**src/rtl/conv2d_relu.sv**
```systemverilog
// conv2d_relu: valid stride-1 KxK convolution with bias, rescale,
// saturation and optional ReLU (macro CONV_RELU_EN).
// Ports: clk, reset (sync, high), start/done handshake,
// src/kern/dest base addresses, bias, src_row_size/src_col_size,
// sram_address/sram_readdata/sram_write read port,
// dest_address/dest_writedata/dest_write_en write port.
module conv2d_relu #(
  parameter int K         = 3,
  parameter int FRAC_BITS = 8,
  parameter int ACC_W     = 40
) (
  input  logic        clk,
  input  logic        reset,
  input  logic        start,
  output logic        done,
  input  logic [11:0] src_start_address,
  input  logic [11:0] kern_start_address,
  input  logic [15:0] bias,
  input  logic [5:0]  src_row_size,
  input  logic [5:0]  src_col_size,
  output logic [11:0] sram_address,
  input  logic [15:0] sram_readdata,
  output logic        sram_write,
  input  logic [11:0] dest_start_address,
  output logic [11:0] dest_address,
  output logic [15:0] dest_writedata,
  output logic        dest_write_en
);

  localparam int KK  = K * K;
  localparam int CW  = $clog2(KK + 2);
  localparam int KCW = $clog2(K + 1);

  localparam logic signed [ACC_W-1:0] MAXV = 32767;
  localparam logic signed [ACC_W-1:0] MINV = -32768;

  typedef enum logic [2:0] {
    IDLE, LOAD_K, CONV, WRITE, DONE
  } state_t;

  state_t state, state_n;

  logic [CW-1:0]  cnt;
  logic [KCW-1:0] kc;
  logic [5:0]     orow, ocol;
  logic [5:0]     rows_q, cols_q;
  logic [15:0]    bias_q;
  logic [11:0]    win_base, next_base;

  logic signed [15:0]      w [KK];
  logic signed [ACC_W-1:0] acc;
  logic signed [31:0]      prod;
  logic signed [ACC_W-1:0] sum, shf;
  logic signed [15:0]      sat, res;

  logic last_tap, last_col, last_row;
  logic short_map, accept, shift_w;

  assign last_tap  = cnt == CW'(KK);
  assign last_col  = ocol == cols_q - 6'(K);
  assign last_row  = orow == rows_q - 6'(K);
  assign short_map = (src_row_size < 6'(K))
                   || (src_col_size < 6'(K));
  assign accept    = start
                   && (state == IDLE || state == DONE);
  assign shift_w   = (state == LOAD_K || state == CONV)
                   && cnt != '0;

  // Next window origin: step one column, or jump to
  // the start of the next row after the last column.
  assign next_base = last_col ? win_base + 12'(K)
                              : win_base + 12'd1;

  assign prod = $signed(sram_readdata) * w[0];

  always_comb begin
    sum = acc + {{(ACC_W-16){bias_q[15]}}, bias_q};
    shf = sum >>> FRAC_BITS;
    if (shf > MAXV)      sat = 16'sh7fff;
    else if (shf < MINV) sat = 16'sh8000;
    else                 sat = shf[15:0];
`ifdef CONV_RELU_EN
    res = sat[15] ? 16'sd0 : sat;
`else
    res = sat;
`endif
  end

  always_comb begin
    state_n = state;
    unique case (state)
      IDLE:   if (start)
                state_n = short_map ? DONE : LOAD_K;
      LOAD_K: if (last_tap) state_n = CONV;
      CONV:   if (last_tap) state_n = WRITE;
      WRITE:  state_n = (last_col && last_row)
                      ? DONE : CONV;
      DONE:   if (start)
                state_n = short_map ? DONE : LOAD_K;
      default: state_n = IDLE;
    endcase
  end

  assign done           = state == DONE;
  assign dest_write_en  = state == WRITE;
  assign dest_writedata = dest_write_en ? res : 16'd0;
  assign sram_write     = 1'b0;

  always_ff @(posedge clk) begin
    if (reset) begin
      state        <= IDLE;
      cnt          <= '0;
      kc           <= '0;
      orow         <= '0;
      ocol         <= '0;
      rows_q       <= '0;
      cols_q       <= '0;
      bias_q       <= '0;
      win_base     <= '0;
      acc          <= '0;
      sram_address <= src_start_address;
      dest_address <= dest_start_address;
      for (int i = 0; i < KK; i++) w[i] <= '0;
    end else begin
      state <= state_n;
      // Weights enter at the tail during LOAD_K and
      // rotate during CONV so w[0] is always the tap
      // matching the sample on sram_readdata.
      if (shift_w) begin
        for (int i = 0; i < KK - 1; i++)
          w[i] <= w[i+1];
        w[KK-1] <= (state == LOAD_K)
                 ? $signed(sram_readdata) : w[0];
      end
      if (accept) begin
        rows_q       <= src_row_size;
        cols_q       <= src_col_size;
        bias_q       <= bias;
        win_base     <= src_start_address;
        dest_address <= dest_start_address;
        cnt          <= '0;
        kc           <= '0;
        orow         <= '0;
        ocol         <= '0;
        if (!short_map)
          sram_address <= kern_start_address;
      end
      unique case (state)
        LOAD_K: begin
          cnt <= last_tap ? '0 : cnt + 1'b1;
          sram_address <= last_tap ? win_base
                                   : sram_address + 12'd1;
        end
        CONV: begin
          cnt <= last_tap ? '0 : cnt + 1'b1;
          if (cnt == '0) acc <= '0;
          else acc <= acc
                    + {{(ACC_W-32){prod[31]}}, prod};
          if (kc == KCW'(K - 1)) begin
            kc <= '0;
            sram_address <= sram_address
                          + 12'(cols_q) - 12'(K - 1);
          end else begin
            kc <= kc + 1'b1;
            sram_address <= sram_address + 12'd1;
          end
        end
        WRITE: begin
          cnt          <= '0;
          kc           <= '0;
          dest_address <= dest_address + 12'd1;
          win_base     <= next_base;
          sram_address <= next_base;
          if (last_col) begin
            ocol <= '0;
            orow <= orow + 6'd1;
          end else begin
            ocol <= ocol + 6'd1;
          end
        end
        default: ;
      endcase
    end
  end

endmodule

```
**config.mk**
```make
export PLATFORM = sky130hd
export DESIGN_NAME = conv2d_relu
export DESIGN_NICKNAME = d
export VERILOG_FILES = /design/src/rtl/conv2d_relu.sv
export SDC_FILE = /design/constraint.sdc
export NUM_CORES = 1
export LEC_CHECK = 0
export ABC_CLOCK_PERIOD_IN_PS = 14200
export BUFFER_PORTS_ARGS = -buffer_cell sky130_fd_sc_hd__buf_2
export CORE_UTILIZATION = 45
export CTS_CLUSTER_DIAMETER = 100
export CTS_CLUSTER_SIZE = 30
export DETAILED_ROUTE_END_ITERATION = 16
export PLACE_DENSITY = 0.59
export SYNTH_ARGS = -nofsm -noshare
export SYNTH_HDL_FRONTEND = slang
export SYNTH_SLANG_ARGS = --single-unit
```
**constraint.sdc**
```tcl
create_clock -name clk -period 14.2 [get_ports clk]
set_input_delay 2.84 -clock clk [delete_from_list [all_inputs] [get_ports clk]]
set_output_delay 2.84 -clock clk [all_outputs]
set_load 0.1 [all_outputs]
```
# ---- Yosys cells after proc, flatten, opt, wreduce, memory -nomap -nowiden
# Memories as Yosys holds them, arrays and structs flattened.
# Index checks and enable logic that the tools add are counted.
# Widths: inputs -> output; s select.
dict set report totals {
  in_bits 83
  out_inout_bits 43
  elab_cells 120
  ram_bits 144
  n_memories 1
  reg_bits 125
}
dict set report classes {
  n_addsub 14
  n_reduce_logical 18
  n_mul 1
  n_lt_le_gt_ge 4
  n_mux 49
  bitwise 9
  n_eq_ne 12
}
# name words width read_ports rd_ports_with_merged_regs wr line
set mem_list {}
lappend mem_list {w 9 16 9 0 9 50} ;# logic signed [15:0] w [KK];
# cell n
set ops {}
lappend ops {{$mux 16} 13}
lappend ops {{$mux 12} 11}
lappend ops {{$add 40x40->40} 2}
lappend ops {{$mux 40} 1}
lappend ops {{$add 12x1->12 const B} 3}
lappend ops {{$mux 6} 6}
lappend ops {{$pmux 12 s3} 1}
lappend ops {{$gt 32x16->1 const B} 1}
lappend ops {{$lt 32x16->1 const B} 1}
lappend ops {{$mul 16x16->32} 1}
lappend ops {{$mux 3} 5}
lappend ops {{$add 12x2->12 const B} 1}
lappend ops {{$add 12x6->12} 1}
lappend ops {{$add 6x1->6 const B} 2}
lappend ops {{$eq 6x6->1} 2}
lappend ops {{$lt 6x2->1 const B} 2}
lappend ops {{$pmux 3 s4} 1}
lappend ops {{$sub 12x2->12 const B} 1}
lappend ops {{$sub 6x2->6 const B} 2}
lappend ops {{$or 1x1->1} 9}
lappend ops {{$reduce_bool 3->1} 3}
lappend ops {{$mux 4} 2}
lappend ops {{$pmux 4 s2} 1}
lappend ops {{$eq 3x2->1 const B} 2}
lappend ops {{22 further kinds} 33}

# ---- Depth between registers and ports, before layout
dict set report logic_depth {
  depth_word 7
  mapped_depth 38
  depth_no_buf 37
}

# ---- Worst setup path before layout
# Ideal clock, no wire load.
dict set report synth_path {
  path_type {input to register}
  startpoint {input port sram_readdata[15]}
  endpoint {register acc[39]}
  cell_stages 33
  required_time_ps 14130
  n_path_buf 1
  t_arrival_ps 10565
  setup_ps 70
  slack_ps 3565
  path_cell_list {clkbuf_1 -> nand2_1 -> inv_1 -> fa_1 -> inv_1 -> fa_1 -> inv_1 -> fa_1 -> fa_1 -> fa_1 -> inv_1 -> fa_1 -> inv_1 -> ha_1 -> a21o_1 -> a21o_1 -> a21oi_1 -> o21ai_1 -> a31oi_1 -> o21ai_0 -> a311oi_2 -> nor3_1 -> or2_2 -> ha_1 -> a21o_1 -> a21oi_1 -> nor2b_1 -> a2111oi_1 -> a21oi_2 -> a311oi_1 -> o21ai_0 -> a2111oi_2 -> o21bai_1}
}
dict set report synth_between {
  elab_chain_cells 3
}
# item line
set synth_lines {}
lappend synth_lines {{from (decl)} 22} ;# input logic [15:0] sram_readdata,
lappend synth_lines {{$mul 16x16->32} 74} ;# assign prod = $signed(sram_readdata) * w[0];
lappend synth_lines {{$add 40x40->40} 158} ;# + {{(ACC_W-32){prod[31]}}, prod};
lappend synth_lines {{$mux 40} 156} ;# if (cnt == '0) acc <= '0;
lappend synth_lines {{to (signal assigned)} 157} ;# else acc <= acc
lappend synth_lines {{to (decl)} 51} ;# logic signed [ACC_W-1:0] acc;
# No other way between the ends.
# A chain may end at the register's enable or synchronous reset.

# ---- Worst setup path after layout
# Ends and elaborated chain as after synthesis.

==> impl_metrics.csv <==
group,metric,value,unit
timing,tns,0,ns
timing,finalSetupViolCount,0,
floorplan,num_rows,88,
power,clock_power_share,8.5,%
power,leakagePower,0.0127,uW
flow_run,drv_cap,0,
synthesis,synth_top_area_share,20.1,%
timing,rsz0062_at_grt,"false",
synthesis,synth_cells,2903,
worst_setup_path,cp-start-kind,"input port",
placement,gp_congestion,0.894,
clock_tree,cts-htree-levels,1,
floorplan,die_y,244,um
timing,timing.final.crit_share,76.2,%
timing,maxSlewHeadroom,29.5,%
layout,final_cell_mix,"inv_1, nand2_1, fa_1",
synthesis,yosys_register_bits,269,
floorplan,die_area,59700,sq um
clock_tree,cts_tree,"done",
timing,tightestPinTransition,1.05,ns
layout,finish.utilization,48.8,%
run_status,status,"finished, final reports clean",
power,power_density,237,nW/um^2
timing,fmaxAchievable,0.0924,GHz
layout,syn_to_final_growth,7.00,%
route,drc,0,
layout,diodes,0,
floorplan,coreArea,57900,sq um
synthesis,yosysSeqAreaShare,26.7,%
route,firstDrtPassIters,5,
layout,post-route-cell-area,28300,sq um
worst_setup_path,cp.arrival,11.26,ns
power,ir_drop,273,uV
synthesis,async_flop_share,0,%
layout,drive_gt1_share,7.38,%
synthesis,syn_nets,3442,
power,seq_power_share,13.7,%
route,totalWireLength,63400,um
synthesis,synth_top_area_cell,"fa_1",
synthesis,avgSynthCellArea,9.11,sq um
route,dr.first_iter.drc_count,1347,
synthesis,yosys.cell_types.count,85,
timing,fin_skew,0.0371,ns
timing,finalWorstPathRequiredPeriod,10.82,ns
grt,grt_max_degree,129,
timing,report.final.slew_viol_count,0,
power,combPwrFrac,77.9,%
synthesis,synth-edff-count,168,
synthesis,ys_warn_count,0,
worst_setup_path,cp_common_cell,"fa_1",
grt,overflow,0,
route,via_count,20100,
worst_setup_path,cp.required,14.64,ns
worst_setup_path,endpoint_kind,"register",
synthesis,yosys-top-cells-area,"fa_1, edfxtp_1, ha_1",
clock_tree,postCtsSetupBuffers,0,
synthesis,synthesis.area,26400,sq um
timing,fin_hold_ws,0.464,ns
floorplan,floorplan.initialDensity,45.6,%
worst_setup_path,critPathSlowestCell,"fa_1",
route,wire_per_inst,17.1,um
floorplan,die_width,244,um
clock_tree,cts_resized,0,
layout,fillers,5608,
worst_setup_path,crit_fanout,17,
worst_hold_path,hold_path.class,"reg -> reg",
power,intPower,3280,uW
clock_tree,cts_sinks,269,
worst_setup_path,slowest_delay,0.60,ns
route,avgViaCountPerCell,5.41,
clock_tree,clkTransAtPathRegs,0.11,ns
layout,finish.net_count,3483,
clock_tree,postCtsHoldBufs,0,
synthesis,ys.flop_type,"edfxtp_1",
grt,grt_pass1_wl,104000,um
worst_setup_path,path_class,"in -> reg",
grt,grt_antenna_before_repair,1,
route,drtAntennaViolNets,0,
placement,dp_hpwl,48000,um
placement,dpl_cell_area,27700,sq um
grt,grt_pass1_vias,20200,
grt,grt_use_total,21.4,%
power,p_switching,3430,uW
clock_tree,cts-buffers-inserted,17,
clock_tree,root_buffer,"clkbuf_16",
power,switching_share,51.1,%
layout,mostFrequentLayoutCell,"inv_1",
placement,port_buffers,124,
clock_tree,insertion_delay,0.54,ns
clock_tree,clockBufferDepth,3,
floorplan,pin_count,126,
timing,hold_violations,0,
-- sequential cells by signal, summed over array words and instances, names as in the netlist --
signal,count
bias_q,16
cnt,4
rows_q,6
ocol,6
sram_address,12
kc,2
dest_address,12
win_base,12
orow,6
w,144
acc,40
cols_q,6
state,3
-- power groups by stage --
stage | Clock [uW] | Sequential [uW] | Combinational, uW
floorplan | 0 | 971 | 4160
global placement | 0 | 934 | 5140
detailed placement | 0 | 935 | 5220
CTS | 595 | 917 | 5260
global route | 618 | 924 | 5880
finish | 567 | 917 | 5220
-- metal layers --
metal / track usage (%) / up-vias / share of wire, %
met5: 0 / - / 0.017
met4: 5.35 / 2 / 2.3
met3: 2.10 / 84 / 4.0
met1: 29.0 / 9909 / 44
li1: - / 9719 / -
met2: 36.7 / 412 / 50
-- cells by family (layout without fill, tap and decap cells) --
| kind of cell | after synthesis | count (layout) | synth area share, % |
|---|---|---|---|
| AOI/OAI and AO/OA | 549 | 549 | 13.5 |
| other | 1 | 1 | 0.0142 |
| muxes | 10 | 10 | 0.383 |
| adders and majority gates | 456 | 456 | 29.1 |
| buffers and inverters | 495 | 545 | 7.17 |
| DFF | 269 | 269 | 26.7 |
| and+or+nand+nor | 976 | 976 | 18.2 |
| xor gates and xnor gates | 147 | 147 | 4.87 |
-- critical path, delay by kind of cell --
| kind | cells | cell delay [ns] |
|---|---|---|
| fa+ha+maj | 8 | 3.94 |
| simple gates | 4 | 0.75 |
| buf+inv | 6 | 0.60 |
| compound gates | 15 | 3.12 |
-- cell type report --
cell class / instances / area (sq um) / area share [%]
Clock inverter: 11 / 178 / 0.628
Inverter: 379 / 1420 / 5.03
Sequential cell: 269 / 7070 / 25.0
Tap cell: 765 / 957 / 3.38
Multi-Input combinational cell: 2139 / 17500 / 61.9
Timing Repair Buffer: 138 / 728 / 2.57
Clock buffer: 17 / 425 / 1.50
-- cell usage after synthesis (5+ instances only) --
| master | count |
|---|---|
| buf_2 | 6 |
| inv_1 | 376 |
| and2_1 | 263 |
| and3_1 | 17 |
| o21a_1 | 24 |
| nor3_1 | 33 |
| o21bai_1 | 19 |
| nor4_1 | 7 |
| nor2b_1 | 21 |
| nor2_1 | 162 |
| a2111oi_0 | 5 |
| ha_1 | 191 |
| o211ai_1 | 5 |
| a211oi_1 | 20 |
| nand2b_1 | 21 |
| clkbuf_1 | 99 |
| xor2_1 | 39 |
| a311oi_1 | 5 |
| o21ai_1 | 9 |
| mux2i_1 | 9 |
| xnor2_1 | 108 |
| and4_1 | 5 |
| or3_1 | 14 |
| edfxtp_1 | 168 |
| nand3b_1 | 6 |
| dfxtp_1 | 101 |
| buf_4 | 6 |
| nand4_1 | 28 |
| a211o_1 | 5 |
| a22o_1 | 10 |
| a21oi_1 | 179 |
| fa_1 | 265 |
| a31oi_1 | 22 |
| a22oi_1 | 28 |
| o31ai_1 | 6 |
| o21ai_2 | 15 |
| nand3_1 | 43 |
| a21o_1 | 34 |
| o22ai_1 | 13 |
| nand2_1 | 337 |
| or2_2 | 5 |
| o21ai_0 | 97 |
| a21oi_2 | 6 |
-- stage by stage --
step	power (uW)	setup slack [ns]	std cells
global placement	6070	3.04	3690
global route	7420	2.86	3718
floorplan	5130	3.56	2903
CTS	6770	3.40	3718
finish	6710	3.38	3718
detailed placement	6150	2.90	3690
-- path summary, 6_finish.rpt --
kind | to | cells after the start | slack (ns) | from
hold / removal | bias_q[0]$_SDFFE_PP0P_ | 2 | 0.46 | bias_q[0]$_SDFFE_PP0P_
setup / recovery | acc[39]$_SDFFE_PP0P_ | 33 | 3.38 | sram_readdata[15]
setup reg to reg | acc[39]$_SDFFE_PP0P_ | 32 | 5.00 | w[0][1]$_SDFFCE_PN0P_
hold reg to reg | bias_q[0]$_SDFFE_PP0P_ | 2 | 0.46 | bias_q[0]$_SDFFE_PP0P_
No activity file was read; power rests on OpenSTA's default activity.
